## src/rtl/fpu_stall_if.sv

```systemverilog
`default_nettype none
// ============================================================================
// Module   : fpu_stall_if
// Purpose  : Handshake bundle between the EX-stage decode fields and the
//            multi-cycle FPU stall sequencer.
// Ports    : master - pipeline side (drives EX decode fields, reads status)
//            slave  - sequencer side (reads EX decode fields, drives status)
// Revision : 1.0  initial release
// ============================================================================
interface fpu_stall_if;
  // EX-stage decode fields
  logic       issue_valid;
  logic       fpu_stall_op;
  logic [3:0] alu_control;
  logic       fpu_reg_write;
  logic       reg_write;
  logic [4:0] rd;
  logic       flush;
  // sequencer status
  logic       stall;
  logic       fpu_start;
  logic       done;
  logic [4:0] done_rd;
  logic       done_fpr;
  logic       done_gpr;
  logic       busy;

  modport master (
    output issue_valid, fpu_stall_op, alu_control, fpu_reg_write,
           reg_write, rd, flush,
    input  stall, fpu_start, done, done_rd, done_fpr, done_gpr, busy
  );

  modport slave (
    input  issue_valid, fpu_stall_op, alu_control, fpu_reg_write,
           reg_write, rd, flush,
    output stall, fpu_start, done, done_rd, done_fpr, done_gpr, busy
  );
endinterface
`default_nettype wire

```

## src/rtl/fpu_stall_ctrl.sv

```systemverilog
`default_nettype none
// ============================================================================
// Module   : fpu_stall_ctrl
// Purpose  : Execute-stage sequencer for multi-cycle FPU ops. Holds the
//            pipeline for the op's latency, then pulses done for one cycle
//            with the captured writeback target. One op outstanding.
// Ports    : clk   - clock
//            rst   - synchronous active-high reset
//            bus_s - fpu_stall_if.slave: EX decode fields in
//                    (issue_valid, fpu_stall_op, alu_control, fpu_reg_write,
//                    reg_write, rd, flush); status out (stall, fpu_start,
//                    done, done_rd, done_fpr, done_gpr, busy)
// Revision : 1.0  initial release
// ============================================================================
module fpu_stall_ctrl #(
  parameter int unsigned LAT_DIV     = 8,
  parameter int unsigned LAT_SQRT    = 12,
  parameter int unsigned LAT_DEFAULT = 3,
  parameter logic [3:0]  OP_DIV      = 4'b0011,
  parameter logic [3:0]  OP_SQRT     = 4'b0100,
  parameter int unsigned CNT_W       = 5
) (
  input  wire logic  clk,
  input  wire logic  rst,
  fpu_stall_if.slave bus_s
);

  typedef enum logic [1:0] {
    S_IDLE = 2'd0,
    S_BUSY = 2'd1,
    S_DONE = 2'd2
  } state_t;

  localparam logic [CNT_W-1:0] C_LOAD_DIV  = CNT_W'(LAT_DIV - 1);
  localparam logic [CNT_W-1:0] C_LOAD_SQRT = CNT_W'(LAT_SQRT - 1);
  localparam logic [CNT_W-1:0] C_LOAD_DEF  = CNT_W'(LAT_DEFAULT - 1);
  localparam logic [CNT_W-1:0] C_ONE       = CNT_W'(1);

  state_t           state_q;
  logic [CNT_W-1:0] cnt_q;
  logic [4:0]       rd_q;
  logic             fpr_q;
  logic             gpr_q;

  logic             accept_w;
  logic [CNT_W-1:0] load_w;

  // Reset gates accept so nothing is started or stalled while rst is high.
  assign accept_w = (state_q == S_IDLE) && !rst && bus_s.issue_valid &&
                    bus_s.fpu_stall_op && !bus_s.flush;

  always_comb begin
    load_w = C_LOAD_DEF;
    if (bus_s.alu_control == OP_DIV) begin
      load_w = C_LOAD_DIV;
    end else if (bus_s.alu_control == OP_SQRT) begin
      load_w = C_LOAD_SQRT;
    end
  end

  always_ff @(posedge clk) begin
    if (rst) begin
      state_q <= S_IDLE;
      cnt_q   <= '0;
      rd_q    <= '0;
      fpr_q   <= 1'b0;
      gpr_q   <= 1'b0;
    end else begin
      unique case (state_q)
        S_IDLE: begin
          if (accept_w) begin
            rd_q    <= bus_s.rd;
            fpr_q   <= bus_s.fpu_reg_write;
            gpr_q   <= bus_s.reg_write;
            cnt_q   <= load_w;
            state_q <= S_BUSY;
          end
        end
        S_BUSY: begin
          if (bus_s.flush) begin
            cnt_q   <= '0;
            state_q <= S_IDLE;
          end else if (cnt_q == C_ONE) begin
            // Last stalled cycle; counter parks at zero, never underflows.
            cnt_q   <= '0;
            state_q <= S_DONE;
          end else begin
            cnt_q   <= cnt_q - C_ONE;
          end
        end
        // The completing op is still sitting in EX here, so DONE always
        // returns to IDLE without looking at issue_valid; flush is moot
        // because the result has already committed.
        S_DONE:  state_q <= S_IDLE;
        default: state_q <= S_IDLE;
      endcase
    end
  end

  assign bus_s.stall     = accept_w || (state_q == S_BUSY);
  assign bus_s.fpu_start = accept_w;
  assign bus_s.done      = (state_q == S_DONE);
  assign bus_s.busy      = (state_q != S_IDLE);
  assign bus_s.done_rd   = rd_q;
  assign bus_s.done_fpr  = fpr_q;
  assign bus_s.done_gpr  = gpr_q;

endmodule
`default_nettype wire

```

## src/flat_wrapper.sv

```systemverilog
// flat-port wrapper written by rule: the top's interface ports become plain ports
module fpu_stall_ctrl_flat 
#(
  parameter int unsigned LAT_DIV     = 8,
  parameter int unsigned LAT_SQRT    = 12,
  parameter int unsigned LAT_DEFAULT = 3,
  parameter logic [3:0]  OP_DIV      = 4'b0011,
  parameter logic [3:0]  OP_SQRT     = 4'b0100,
  parameter int unsigned CNT_W       = 5
)
  (clk, rst, bus_s_issue_valid, bus_s_fpu_stall_op, bus_s_alu_control, bus_s_fpu_reg_write, bus_s_reg_write, bus_s_rd, bus_s_flush, bus_s_stall, bus_s_fpu_start, bus_s_done, bus_s_done_rd, bus_s_done_fpr, bus_s_done_gpr, bus_s_busy);
  fpu_stall_if bus_s_i ();
  input  wire logic clk;
  input  wire logic rst;
  input wire logic [$bits(bus_s_i.issue_valid)-1:0] bus_s_issue_valid;
  input wire logic [$bits(bus_s_i.fpu_stall_op)-1:0] bus_s_fpu_stall_op;
  input wire logic [$bits(bus_s_i.alu_control)-1:0] bus_s_alu_control;
  input wire logic [$bits(bus_s_i.fpu_reg_write)-1:0] bus_s_fpu_reg_write;
  input wire logic [$bits(bus_s_i.reg_write)-1:0] bus_s_reg_write;
  input wire logic [$bits(bus_s_i.rd)-1:0] bus_s_rd;
  input wire logic [$bits(bus_s_i.flush)-1:0] bus_s_flush;
  output wire logic [$bits(bus_s_i.stall)-1:0] bus_s_stall;
  output wire logic [$bits(bus_s_i.fpu_start)-1:0] bus_s_fpu_start;
  output wire logic [$bits(bus_s_i.done)-1:0] bus_s_done;
  output wire logic [$bits(bus_s_i.done_rd)-1:0] bus_s_done_rd;
  output wire logic [$bits(bus_s_i.done_fpr)-1:0] bus_s_done_fpr;
  output wire logic [$bits(bus_s_i.done_gpr)-1:0] bus_s_done_gpr;
  output wire logic [$bits(bus_s_i.busy)-1:0] bus_s_busy;
  assign bus_s_i.issue_valid = bus_s_issue_valid;
  assign bus_s_i.fpu_stall_op = bus_s_fpu_stall_op;
  assign bus_s_i.alu_control = bus_s_alu_control;
  assign bus_s_i.fpu_reg_write = bus_s_fpu_reg_write;
  assign bus_s_i.reg_write = bus_s_reg_write;
  assign bus_s_i.rd = bus_s_rd;
  assign bus_s_i.flush = bus_s_flush;
  assign bus_s_stall = bus_s_i.stall;
  assign bus_s_fpu_start = bus_s_i.fpu_start;
  assign bus_s_done = bus_s_i.done;
  assign bus_s_done_rd = bus_s_i.done_rd;
  assign bus_s_done_fpr = bus_s_i.done_fpr;
  assign bus_s_done_gpr = bus_s_i.done_gpr;
  assign bus_s_busy = bus_s_i.busy;
  fpu_stall_ctrl #(.LAT_DIV(LAT_DIV), .LAT_SQRT(LAT_SQRT), .LAT_DEFAULT(LAT_DEFAULT), .OP_DIV(OP_DIV), .OP_SQRT(OP_SQRT), .CNT_W(CNT_W)) u_core (.clk(clk), .rst(rst), .bus_s(bus_s_i));
endmodule
```

## config.mk

```make
export PLATFORM = sky130hd
export DESIGN_NAME = fpu_stall_ctrl_flat
export DESIGN_NICKNAME = d
export VERILOG_FILES = /design/src/rtl/fpu_stall_if.sv /design/src/rtl/fpu_stall_ctrl.sv /design/src/flat_wrapper.sv
export SDC_FILE = /design/constraint.sdc
export NUM_CORES = 1
export LEC_CHECK = 0
export ABC_CLOCK_PERIOD_IN_PS = 2100
export CORE_ASPECT_RATIO = 2
export CORE_UTILIZATION = 26
export CTS_CLUSTER_SIZE = 12
export DETAILED_ROUTE_END_ITERATION = 7
export PLACE_DENSITY = 0.6
export REMOVE_ABC_BUFFERS = 1
export SYNTH_ARGS = -nofsm -noshare
export SYNTH_HDL_FRONTEND = slang
export SYNTH_SLANG_ARGS = --single-unit
```

## constraint.sdc

```tcl
create_clock -name clk -period 2.1 [get_ports clk]
set_clock_uncertainty 0.1 [all_clocks]
set_input_delay 0.21 -clock clk [delete_from_list [all_inputs] [get_ports clk]]
set_output_delay 0.21 -clock clk [all_outputs]
set_load 0.005 [all_outputs]
```

==> reports/qor.txt <==
H-tree Lvls = 1
#FFs+latches synth = 14
first-pass iteration count of the detailed router = 4
Slew headroom = 0.749
Worst-Skew Late Latency = 240 ps
Crit path largest cell delay = 490 ps
part of the Yosys area used for sequential elements = 0.396
I/O Pins = 27
CP Depth = 5
ys async rst share = 0
post-synth top area cell = dfxtp_1
hold path depth = 2
Worst-path clk slew = 60 ps
Die X = 38.9 um
Initial Util = 0.275
most frequent cells in the layout = clkdlybuf4s50_1 (26), dfxtp_1 (14), nor2_1 (12), mux2i_1 (7), inv_1 (6)
Tmin final = 1980 ps
CTS tree = yes
commonest non-fill, non-tap cell in the layout = clkdlybuf4s50_1
worst-path cell chain = clkdlybuf4s50_1 > nand4bb_1 > or2_1 > inv_1 > clkdlybuf4s50_1
Inst Count DP = 132
setup ws final = 123 ps
Clock Tree Buf Depth = 2
Hold Path Class = reg2reg
total number of yosys warnings = 0
crit path kind = in2out
Synth Cell Area = 707 um^2
die height = 75.7 um
# rows = 26
LEAKAGE = 0.442 nW
Slowest cell on crit path = clkdlybuf4s50_1
Final Non-Filler Cells = 135
root buf cell = clkbuf_8
ant diodes = 0
placement-stage worst setup slack = 123 ps
Detail Route Antenna Nets = 0
First DRT Iteration DRCs = 13
Post-synth EDFFs = 0
Area contributors post-synth = dfxtp_1 (40%), mux2i_1 (9.9%), nor2_1 (6.4%)
count of final hold-check violations = 0
RSZ-0062 raised after global routing = false
global-route wire length before repair = 2630 um
nets = 127
setup tns final = 0 ps
final worst-path cycle share = 0.941
measured slew at the worst slew-check pin = 372 ps
status = completed
Max VDD drop = 0.535 mV
FMAX = 506 MHz
CTS buffer count = 3
critical-path maximum fanout = 2
area grow syn2layout = 48.1%
Residual DRC = 0
Sink Count = 14
core area = 2570 um^2
Distinct cells, synth = 30
crit end category = output pin
vias per cell = 4.73
gpl congestion = 0.728
routed wire length = 1630 um
largest net degree at the start of global routing = 16
setup bufs post-CTS = 0
Critical Path RT = 1790 ps
total die area = 2940 um^2
dpl hpwl = 1310 um
WL/cell = 12.0 um
Overall Global Routing Usage = 0.125
CP delay by family, top = buffers and inverters
layout cells sized above 1 = 0.103
CP arrival = 1670 ps
Post-Syn Instances = 77
initial antenna violation count = 0
MaxCap Viol Count = 0
cell repeated most along the worst path = clkdlybuf4s50_1
hold_buf cts = 0
Worst R2R Path Depth = 5
total grt overflow = 0
Primary FF master, synth = dfxtp_1
vias in the first global route = 643
DR vias = 638
post-CTS sizing = 0
startpoint types = input pin
Slew Viols, Final = 0
Syn Area/Cell = 9.18 um^2
final setup fails = 0
final core occ = 0.407
PwrDens = 558 nW/um^2
number of port buffers = 26
worst path buffer plus inverter count = 3
Synth top area share = 0.396
==> power by group <==
group	internal [mW]	switching [mW]	total [mW]
Clock	0.126	0.0851	0.211
Combinational	0.0562	0.0377	0.0939
Sequential	0.273	0.00566	0.279
Total	0.455	0.128	0.584
==> worst min-delay path, cell delays in order (launching register included) <==
cell and delay (ps):
dfxtp_1 320, nand2b_1 60, o21ai_1 60
==> layer usage <==
| layer | global-route usage | routed length [um] | up-vias |
|---|---|---|---|
| met3 | 0.0262 | 132 | 2 |
| met2 | 0.228 | 825 | 30 |
| met5 | 0 | 0 | - |
| met4 | 0.0575 | 19 | 0 |
| met1 | 0.129 | 650 | 281 |
| li1 | - | - | 325 |
==> layout make-up <==
class | count | area [um^2]
clock buffer | 3 | 41.3
fill | 239 | 1520
inverter | 7 | 26.3
multi-input combinational | 53 | 374
sequential | 14 | 280
tap | 28 | 35.0
timing repair buffer | 30 | 290
==> cells in the mapped netlist (2+ instances only) <==
master / count
buf_6: 2
dfxtp_1: 14
mux2i_1: 7
or3_1: 2
ha_1: 2
inv_1: 6
nor2_1: 12
nand2b_1: 3
nand2_1: 2
nor4b_1: 2
a21oi_1: 4
or2_1: 2
a21o_1: 2
==> path summary, 6_finish.rpt <==
check                                       from                      endpoint  slack (ps)
setup / recovery                             rst               bus_s_fpu_start         120
hold reg to reg     u_core.cnt_q[4]$_SDFFE_PP0P_  u_core.cnt_q[4]$_SDFFE_PP0P_         390
setup reg to reg  u_core.state_q[1]$_SDFFE_PP0P_  u_core.cnt_q[0]$_SDFFE_PP0P_         480
hold / removal      u_core.cnt_q[4]$_SDFFE_PP0P_  u_core.cnt_q[4]$_SDFFE_PP0P_         390
==> sequential cells by signal, summed over array words and instances (netlist names) <==
| signal | count |
|---|---|
| u_core.cnt_q | 5 |
| u_core.state_q | 2 |
| u_core.bus_s.done_fpr | 1 |
| u_core.bus_s.done_gpr | 1 |
| u_core.bus_s.done_rd | 5 |
==> stage by stage <==
step,hold WS (ps),power (mW),instance area (um^2)
2_1_floorplan,178,0.321,681
3_3_place_gp,379,0.378,1010
3_5_place_dp,387,0.378,1010
4_1_cts,396,0.592,1050
5_1_grt,425,0.616,1050
6_report,390,0.584,1050
==> cells by family after synthesis <==
group	Yosys count	synth area share
simple gates	30	0.235
buf+inv	10	0.0743
fa+ha+maj	2	0.0354
mux	7	0.0991
compound gates	14	0.159
flops	14	0.396
(Power assumes the default switching activity.)
